--- src/rtl/dm_bridge_pkg.sv ---
// Shared encodings for the CPU-to-data-memory bridge: FSM states, funct3 codes,
// latched request layout and the access legality check.
package dm_bridge_pkg;

  localparam logic [2:0] ST_IDLE = 3'd0;
  localparam logic [2:0] ST_RD   = 3'd1;
  localparam logic [2:0] ST_CAP  = 3'd2;
  localparam logic [2:0] ST_WR   = 3'd3;
  localparam logic [2:0] ST_DONE = 3'd4;

  localparam logic [2:0] F3_B  = 3'b000;
  localparam logic [2:0] F3_H  = 3'b001;
  localparam logic [2:0] F3_W  = 3'b010;
  localparam logic [2:0] F3_BU = 3'b100;
  localparam logic [2:0] F3_HU = 3'b101;

  typedef struct packed {
    logic        we;
    logic [2:0]  funct3;
    logic [1:0]  off;
    logic [31:0] wdata;
  } dm_req_t;

  // Unsigned sizes only exist for loads, so bu/hu with we=1 count as undefined.
  function automatic logic is_bad_access(input logic we, input logic [2:0] f3,
                                         input logic [1:0] off);
    logic bad;
    bad = 1'b1;
    case (f3)
      F3_B:    bad = 1'b0;
      F3_H:    bad = off[0];
      F3_W:    bad = (off != 2'b00);
      F3_BU:   bad = we;
      F3_HU:   bad = we | off[0];
      default: bad = 1'b1;
    endcase
    return bad;
  endfunction

endpackage

--- src/rtl/dm_lane.sv ---
// Little-endian lane logic: extracts and sign/zero-extends a load lane, and
// merges a store byte/halfword into a fetched word. Purely combinational.
module dm_lane
  import dm_bridge_pkg::*;
(
  input  logic [2:0]  i_funct3,
  input  logic [1:0]  i_off,
  input  logic [31:0] i_word,
  input  logic [31:0] i_wdata,
  output logic [31:0] o_load,
  output logic [31:0] o_merged
);

  logic [4:0]  w_sh;
  logic [31:0] w_lane;
  logic [31:0] w_mask;
  logic [31:0] w_ins;

  assign w_sh   = {i_off, 3'b000};
  assign w_lane = i_word >> w_sh;

  always_comb begin
    o_load = i_word;
    case (i_funct3)
      F3_B:    o_load = {{24{w_lane[7]}}, w_lane[7:0]};
      F3_BU:   o_load = {24'b0, w_lane[7:0]};
      F3_H:    o_load = {{16{w_lane[15]}}, w_lane[15:0]};
      F3_HU:   o_load = {16'b0, w_lane[15:0]};
      default: o_load = i_word;
    endcase
  end

  always_comb begin
    w_mask = 32'hFFFF_FFFF;
    w_ins  = i_wdata;
    case (i_funct3[1:0])
      2'b00: begin
        w_mask = 32'h0000_00FF << w_sh;
        w_ins  = {24'b0, i_wdata[7:0]} << w_sh;
      end
      2'b01: begin
        w_mask = 32'h0000_FFFF << w_sh;
        w_ins  = {16'b0, i_wdata[15:0]} << w_sh;
      end
      default: begin
        w_mask = 32'hFFFF_FFFF;
        w_ins  = i_wdata;
      end
    endcase
    o_merged = (i_word & ~w_mask) | (w_ins & w_mask);
  end

endmodule

--- src/rtl/dm_bridge.sv ---
// CPU load/store bridge to a word-wide data memory with one-cycle read latency.
// Loads 3 cycles, word stores 2, sub-word stores 4 (read-modify-write); req ignored while busy.
module dm_bridge
  import dm_bridge_pkg::*;
(
  input  logic        clk,
  input  logic        rst,
  input  logic        req,
  input  logic        we,
  input  logic [2:0]  funct3,
  input  logic [31:0] addr,
  input  logic [31:0] wdata,
  output logic [31:0] rdata,
  output logic        done,
  output logic        busy,
  output logic        misalign,
  output logic        mem_write,
  output logic [31:0] mem_addr,
  output logic [31:0] mem_wdata,
  input  logic [31:0] mem_rdata
);

  logic [2:0]  r_state;
  logic [2:0]  w_next;
  dm_req_t     r_req;
  logic        r_bad;
  logic [31:0] r_rdata;
  logic [31:0] r_mem_addr;
  logic [31:0] r_mem_wdata;
  logic        w_accept;
  logic        w_bad;
  logic [31:0] w_load;
  logic [31:0] w_merged;

  assign w_accept = (r_state == ST_IDLE) && req;
  assign w_bad    = is_bad_access(we, funct3, addr[1:0]);

  always_comb begin
    w_next = ST_IDLE;
    case (r_state)
      ST_IDLE: begin
        w_next = ST_IDLE;
        if (req) begin
          if (w_bad)                   w_next = ST_DONE;
          else if (we && funct3 == F3_W) w_next = ST_WR;
          else                         w_next = ST_RD;
        end
      end
      ST_RD:   w_next = ST_CAP;
      ST_CAP:  w_next = r_req.we ? ST_WR : ST_DONE;
      ST_WR:   w_next = ST_DONE;
      default: w_next = ST_IDLE;
    endcase
  end

  always_ff @(posedge clk or negedge rst) begin
    if (!rst) begin
      r_state     <= ST_IDLE;
      r_req       <= '0;
      r_bad       <= 1'b0;
      r_rdata     <= 32'd0;
      r_mem_addr  <= 32'd0;
      r_mem_wdata <= 32'd0;
    end else begin
      r_state <= w_next;
      if (w_accept) begin
        r_req.we     <= we;
        r_req.funct3 <= funct3;
        r_req.off    <= addr[1:0];
        r_req.wdata  <= wdata;
        r_bad        <= w_bad;
        // A rejected access leaves the memory-side outputs untouched.
        if (!w_bad) begin
          r_mem_addr  <= {addr[31:2], 2'b00};
          r_mem_wdata <= wdata;
        end
      end
      if (r_state == ST_CAP) begin
        if (r_req.we) r_mem_wdata <= w_merged;
        else          r_rdata     <= w_load;
      end
    end
  end

  dm_lane u_lane (
    .i_funct3 (r_req.funct3),
    .i_off    (r_req.off),
    .i_word   (mem_rdata),
    .i_wdata  (r_req.wdata),
    .o_load   (w_load),
    .o_merged (w_merged)
  );

  assign rdata     = r_rdata;
  assign done      = (r_state == ST_DONE);
  assign busy      = (r_state != ST_IDLE);
  assign misalign  = (r_state == ST_DONE) && r_bad;
  assign mem_write = (r_state == ST_WR);
  assign mem_addr  = r_mem_addr;
  assign mem_wdata = r_mem_wdata;

endmodule

--- config.mk ---
export PLATFORM = sky130hd
export DESIGN_NAME = dm_bridge
export DESIGN_NICKNAME = d
export VERILOG_FILES = /design/src/rtl/dm_bridge_pkg.sv /design/src/rtl/dm_lane.sv /design/src/rtl/dm_bridge.sv
export SDC_FILE = /design/constraint.sdc
export NUM_CORES = 1
export LEC_CHECK = 0
export CAP_MARGIN = 10
export CORE_MARGIN = 2
export CORE_UTILIZATION = 45
export DETAILED_ROUTE_END_ITERATION = 8
export HOLD_SLACK_MARGIN = 0.1
export PLACE_DENSITY = 0.78
export SKIP_CTS_REPAIR_TIMING = 1
export SYNTH_ARGS = -nofsm -noshare
export SYNTH_HDL_FRONTEND = slang
export SYNTH_SLANG_ARGS = --single-unit
--- constraint.sdc ---
create_clock -name clk -period 4.1 [get_ports clk]
set_input_delay 0.82 -clock clk [delete_from_list [all_inputs] [get_ports clk]]
set_output_delay 0.82 -clock clk [all_outputs]
set_load 0.005 [all_outputs]
; Yosys cells after proc, flatten, opt, wreduce, memory -nomap -nowiden
; Cells that the tools add are included.
[totals]
ff_bits = 136
latchBits = 0
mem_bits_rw = 0
mem_bits_ro = 0
wordCells = 57
n_memories = 0
[classes]
n_addsub = 0
n_mul = 0
div_mod_pow = 0
order_cmp = 0
eq_ne = 12
n_shift = 5
n_mux = 13
n_bitwise = 7
reduce_logical = 11
[ops]
columns = op, count
row1 = $mux 32, 4
row2 = $pmux 32 s2, 2
row3 = $pmux 32 s4, 1
row4 = $and 32x32->32, 2
row5 = $not 32->32, 1
row6 = $or 32x32->32, 1
row7 = $shl 16x5->32, 1
row8 = $shl 16x5->32 const A, 1
row9 = $shl 8x5->32, 1
row10 = $shl 8x5->32 const A, 1
row11 = $shr 32x5->16, 1
row12 = $eq 3x3->1 const B, 5
row13 = $pmux 3 s4, 1
row14 = $eq 3x1->1 const B, 3
row15 = $eq 3x2->1 const B, 3
row16 = $logic_not 3->1, 3
row17 = $mux 3, 3
row18 = $pmux 1 s5, 1
row19 = $reduce_and 2->1, 2
row20 = $logic_and 1x1->1, 3
row21 = $reduce_bool 3->1, 1
row22 = $eq 2x1->1 const B, 1
row23 = $logic_not 2->1, 1
row24 = $mux 2, 1
row25 = 3 further kinds, 4

; Longest topological paths before layout
[depth]
depth_word = 7
mapped_depth = 8

; Cells and area by module
; From an unflattened synthesis, not the netlist that was laid out.
[hier_totals]
hier_cells = 732
area_unflattened_um2 = 7168.1
[by_module_without_submodules]
columns = module, instances, cells_each, area_each_um2
row1 = dm_bridge, 1, 505, 5660.4
row2 = dm_lane, 1, 227, 1507.7

; Worst setup path before layout
; OpenSTA, ideal clock, no wires.
[synth_path]
path_kind = input to register
start = in mem_rdata[15]
end = reg r_rdata[21] (netlist: rdata[21])
setup_ps = 67
arrival_time_ps = 2077
slack_ps = 1956
path_stages = 6
n_path_buf = 2
cell_sequence = mux2i_1 mux4_2 or4_4 buf_6 buf_12 nand3_2
[synth_between]
elab_chain_cells = 2
[synth_rtl]
columns = element, line_no
row1 = from (decl), dm_bridge.sv:20  ; input logic [31:0] mem_rdata
row2 = $shr 32x5->16, dm_lane.sv:20  ; assign w_lane = i_word >> w_sh;
row3 = $pmux 32 s4, dm_lane.sv:24  ; case (i_funct3)
row4 = to (signal assigned), dm_bridge.sv:80  ; else r_rdata <= w_load;
row5 = to (decl), dm_bridge.sv:27  ; logic [31:0] r_rdata;
; No other way between the ends.
; A chain may end at the register's enable or synchronous reset.

; Worst setup path in the final report
[layout_path]
start = in funct3[0]
end = reg r_mem_wdata[15] (netlist: mem_wdata[15])
[layout_between]
elab_chain_cells = 6
elab_cells_between_ends = 10
cone_classes = 4 x eq/ne / 5 x mux / 1 x reduce/logical
[layout_rtl]
columns = element, line_no
row1 = from (decl), dm_bridge.sv:10  ; input logic [2:0] funct3,
row2 = $eq 3x3->1 (tied with other cells), dm_bridge_pkg.sv:29  ; case (f3)
row3 = $pmux 1 s5 (*), dm_bridge_pkg.sv:29
row4 = $mux 32 (*), dm_bridge.sv:73  ; if (!w_bad) begin
row5 = $mux 32 (*), dm_bridge.sv:66  ; if (w_accept) begin
row6 = $mux 32, dm_bridge.sv:79  ; if (r_req.we) r_mem_wdata <= w_merged;
row7 = $mux 32 (*), dm_bridge.sv:78  ; if (r_state == ST_CAP) begin
row8 = to (signal assigned), dm_bridge.sv:75  ; r_mem_wdata <= wdata;
row9 = to (signal assigned), dm_bridge.sv:79
row10 = to (decl), dm_bridge.sv:29  ; logic [31:0] r_mem_wdata;
; Every way passes the cells marked *; elsewhere a longest branch is shown, timed or not.

==> flow_summary.rst <==
.. list-table::
   :header-rows: 1

   * - Metric
     - Value
   * - Slowest stage cell, crit path
     - sky130_fd_sc_hd__nor2_1
   * - Number of nets in the finished design
     - 1038
   * - Mean number of vias per cell
     - 5.86
   * - Antenna Cells
     - 0
   * - Die extent in y
     - 127 µm
   * - Standard-cell row count
     - 45
   * - Power per Cell Area
     - 774 nW/µm²
   * - Simple-gate portion of the synthesized area
     - 24.5%
   * - Arrival time at the worst endpoint
     - 3.07 ns
   * - Depth of the worst hold-timing path
     - 2
   * - Overall power after layout
     - 7.34 mW
   * - Final-report setup violation count
     - 0
   * - Max Slew Vio Count
     - 0
   * - Worst Reg2Reg Path Length in Cells
     - 4
   * - Top cells by area in the synthesized netlist
     - sky130_fd_sc_hd__dfrtp_1 50%, sky130_fd_sc_hd__nand2_1 13%, sky130_fd_sc_hd__nand3_1 3.1%
   * - Clock-pin slew on the worst setup and hold paths
     - 0.06 ns
   * - Seq pwr share
     - 35.2%
   * - Highest fanout seen on the critical path
     - 13
   * - Fraction of synthesized area in multiplexers
     - 3.11%
   * - I/O Buffers
     - 200
   * - Proportion of power drawn by combinational gates
     - 44.0%
   * - Worst VDD drop
     - 382 µV
   * - Buffer levels on the longest clock path
     - 2
   * - XOR/XNOR share of the synthesized area
     - 0%
   * - Main combinational cell family by area after synthesis
     - simple AND/OR/NAND/NOR gates
   * - Cell internal power dissipation
     - 4.63 mW
   * - TNS Setup
     - 0 ns
   * - Setup crit start kind
     - primary input
   * - Worst-case setup slack after placement
     - 0.958 ns
   * - Number of antenna violations at the first check in global routing
     - 0
   * - Area added between synthesis and finish
     - 38.6%
   * - Top cell types by occurrence after synthesis
     - 230 x sky130_fd_sc_hd__nand2_1, 136 x sky130_fd_sc_hd__dfrtp_1, 46 x sky130_fd_sc_hd__clkbuf_1
   * - ANT nets after route
     - 0
   * - Overall Global Routing Usage
     - 27.9%
   * - Sum of routed wire length over all layers
     - 22400 µm
   * - Routed wirelength normalized by instance count
     - 19.7 µm
   * - Clock skew after layout
     - 0.00533 ns
   * - Horizontal die dimension
     - 127 µm
   * - Switching Share
     - 37.0%
   * - Count of mapped cells out of synthesis
     - 768
   * - Max_slew headroom
     - 25.0%
   * - Final worst slack
     - 1.34 ns
   * - Number of DRC markers in iteration 0
     - 739
   * - Number of max-capacitance violations reported
     - 0
   * - Clock tree from TritonCTS
     - done
   * - Combined area of all synthesized cells
     - 6850 µm²
   * - Starting density of the core
     - 45.5%
   * - P_leak
     - 4.29 nW
   * - Number of distinct standard cells referenced by the synthesized netlist
     - 54
   * - Largest net degree at the start of global routing
     - 109
   * - Num CTS Buffers
     - 17
   * - Share of the synthesized area in compound gates (AO/OA/AOI/OAI)
     - 17.4%
   * - Global-route congestion overflow total
     - 0
   * - Number of vias in the routed layout
     - 6654
   * - Root buffer selected by CTS
     - sky130_fd_sc_hd__clkbuf_16
   * - Detailed Routing Iterations Pass 1
     - 6
   * - Top FF cell, synth
     - sky130_fd_sc_hd__dfrtp_1
   * - Final GP Congestion
     - 0.907
   * - Global-route wire length before repair
     - 34900 µm
   * - Proportion of synthesized chip area in sequential cells
     - 49.7%
   * - Share of power burned in the clock network
     - 20.8%
   * - Standard cell core area
     - 15000 µm²
   * - Share of layout cells above drive strength 1
     - 6.76%
   * - Number of flip-flops and latches in the synthesized netlist
     - 136
   * - Tcrit/Tclk final
     - 67.3%
   * - Worst-Margin Slew
     - 1.12 ns
   * - Worst stage delay on the critical path
     - 0.86 ns
   * - Per-instance average area after synthesis
     - 8.91 µm²
   * - Biggest area consumer among synthesized cells
     - sky130_fd_sc_hd__dfrtp_1
   * - Arithmetic-cell share of the synthesized area counting full adders, half adders and majority gates
     - 0%
   * - Clk_lat worst skew
     - 0.42 ns
   * - Outcome
     - completed
   * - Number of global-route vias before repair
     - 6333
   * - Highest clock rate
     - 362 MHz
   * - Ordered cell list for the critical path
     - clkdlybuf4s50_1 -> a221oi_1 -> o21a_1 -> nor2_1 -> inv_1 -> o221a_2
   * - Total of warnings raised by yosys
     - 0
   * - CP endpoint kind
     - flip-flop
   * - Detailed Place HPWL
     - 15600 µm
   * - Hold Path Class
     - reg2reg
   * - Number of hold violations in the final report
     - 0
   * - Share of async-settable or async-resettable flops after synthesis
     - 100%
   * - Drc violations
     - 0
   * - Area share of the leading cell type in the synthesized netlist
     - 49.7%
   * - Total clock sinks
     - 136
   * - Io pins
     - 203
   * - Number of enable flip-flop cells after synthesis
     - 0
   * - Clock period minus final worst setup slack
     - 2.76 ns
   * - Unrepaired setup endpoints after global routing
     - no
   * - Utilization of the core after routing
     - 63.1%
   * - Critical path class
     - in2reg
   * - Required time of the critical path
     - 4.41 ns
   * - Most frequently used cell type in the post-synthesis netlist
     - sky130_fd_sc_hd__nand2_1
   * - Area enclosed by the die boundary
     - 16200 µm²
   * - Count of H-tree levels built during CTS
     - 4
   * - Switching power of the nets
     - 2.71 mW
## critical path: cells and delay by family
kind / cells / cell delay (ns)
simple gates: 1 / 0.86
buf+inv: 2 / 0.68
compound gates: 3 / 0.71
## sequential cells by signal, summed over array words and instances (netlist names)
name and flops:
mem_wdata 32, rdata 32, r_req 38, r_bad 1
mem_addr 30, r_state 3
## logic make-up after synthesis
kind of cell           count (synthesis)
AOI/OAI and AO/OA                    166
buffers and inverters                 80
DFF                                  136
muxes                                 20
other                                  1
and+or+nand+nor                      365
## area by class of cell
| type | count | area [µm²] |
|---|---|---|
| Sequential cell | 136 | 3400 |
| Fill cell | 1249 | 5540 |
| Clock buffer | 22 | 454 |
| Tap cell | 188 | 235 |
| Inverter | 13 | 48.8 |
| Clock inverter | 9 | 125 |
| Timing Repair Buffer | 214 | 2110 |
| Multi-Input combinational cell | 553 | 3120 |
## worst paths after layout
path                         startpoint            end  slack, ns
setup / recovery              funct3[0]  mem_wdata[15]       1.34
hold / removal             mem_addr[27]   mem_addr[27]       0.47
setup reg to reg              r_req[32]      rdata[20]       1.64
hold reg to reg            mem_addr[27]   mem_addr[27]       0.47
max in group asynchronous           rst      r_req[35]       2.76
min in group asynchronous           rst       r_req[9]       0.54
## power by group through the flow
stage	registers [mW]	clock network (mW)	logic [mW]
6_report	2.58	1.53	3.23
5_1_grt	2.66	1.61	3.53
4_1_cts	2.57	1.54	3.23
3_5_place_dp	2.59	0	3.19
3_3_place_gp	2.57	0	3.12
2_1_floorplan	2.37	0	1.80
## layout by cell type, fill, tap and decap left out, types with 14 or more instances in the layout
| cell type | netlist | final |
|---|---|---|
| sky130_fd_sc_hd__dfrtp_1 | 136 | 135 |
| sky130_fd_sc_hd__nor3_1 | 17 | 17 |
| sky130_fd_sc_hd__o21ai_0 | 35 | 35 |
| sky130_fd_sc_hd__nand2_1 | 230 | 230 |
| sky130_fd_sc_hd__a221oi_1 | 17 | 17 |
| sky130_fd_sc_hd__a21oi_1 | 27 | 27 |
| sky130_fd_sc_hd__clkdlybuf4s50_1 | 0 | 199 |
| sky130_fd_sc_hd__nand3_1 | 43 | 43 |
| sky130_fd_sc_hd__a2bb2oi_1 | 14 | 14 |
| sky130_fd_sc_hd__nor2_1 | 17 | 17 |
| sky130_fd_sc_hd__clkbuf_16 | 0 | 17 |
| sky130_fd_sc_hd__mux2i_1 | 19 | 19 |
| sky130_fd_sc_hd__buf_4 | 2 | 14 |
## per-layer routing
metal	track usage, %	up-vias	wire, µm
met5	0	-	0
met4	11.1	0	722
met3	4.98	46	1590
met2	44.1	331	10900
met1	38.3	3259	9250
li1	-	3018	-
## through the flow
| step | instance area (µm²) | hold WS (ns) | std cells |
|---|---|---|---|
| after CTS | 9490 | 0.474 | 1135 |
| after global routing | 9490 | 0.486 | 1135 |
| after detailed placement | 8910 | 0.461 | 1104 |
| after global placement | 8910 | 0.451 | 1104 |
| after floorplan | 6850 | 0.437 | 769 |
| final | 9490 | 0.473 | 1135 |
Note: power is estimated with default switching activity, not from simulation.
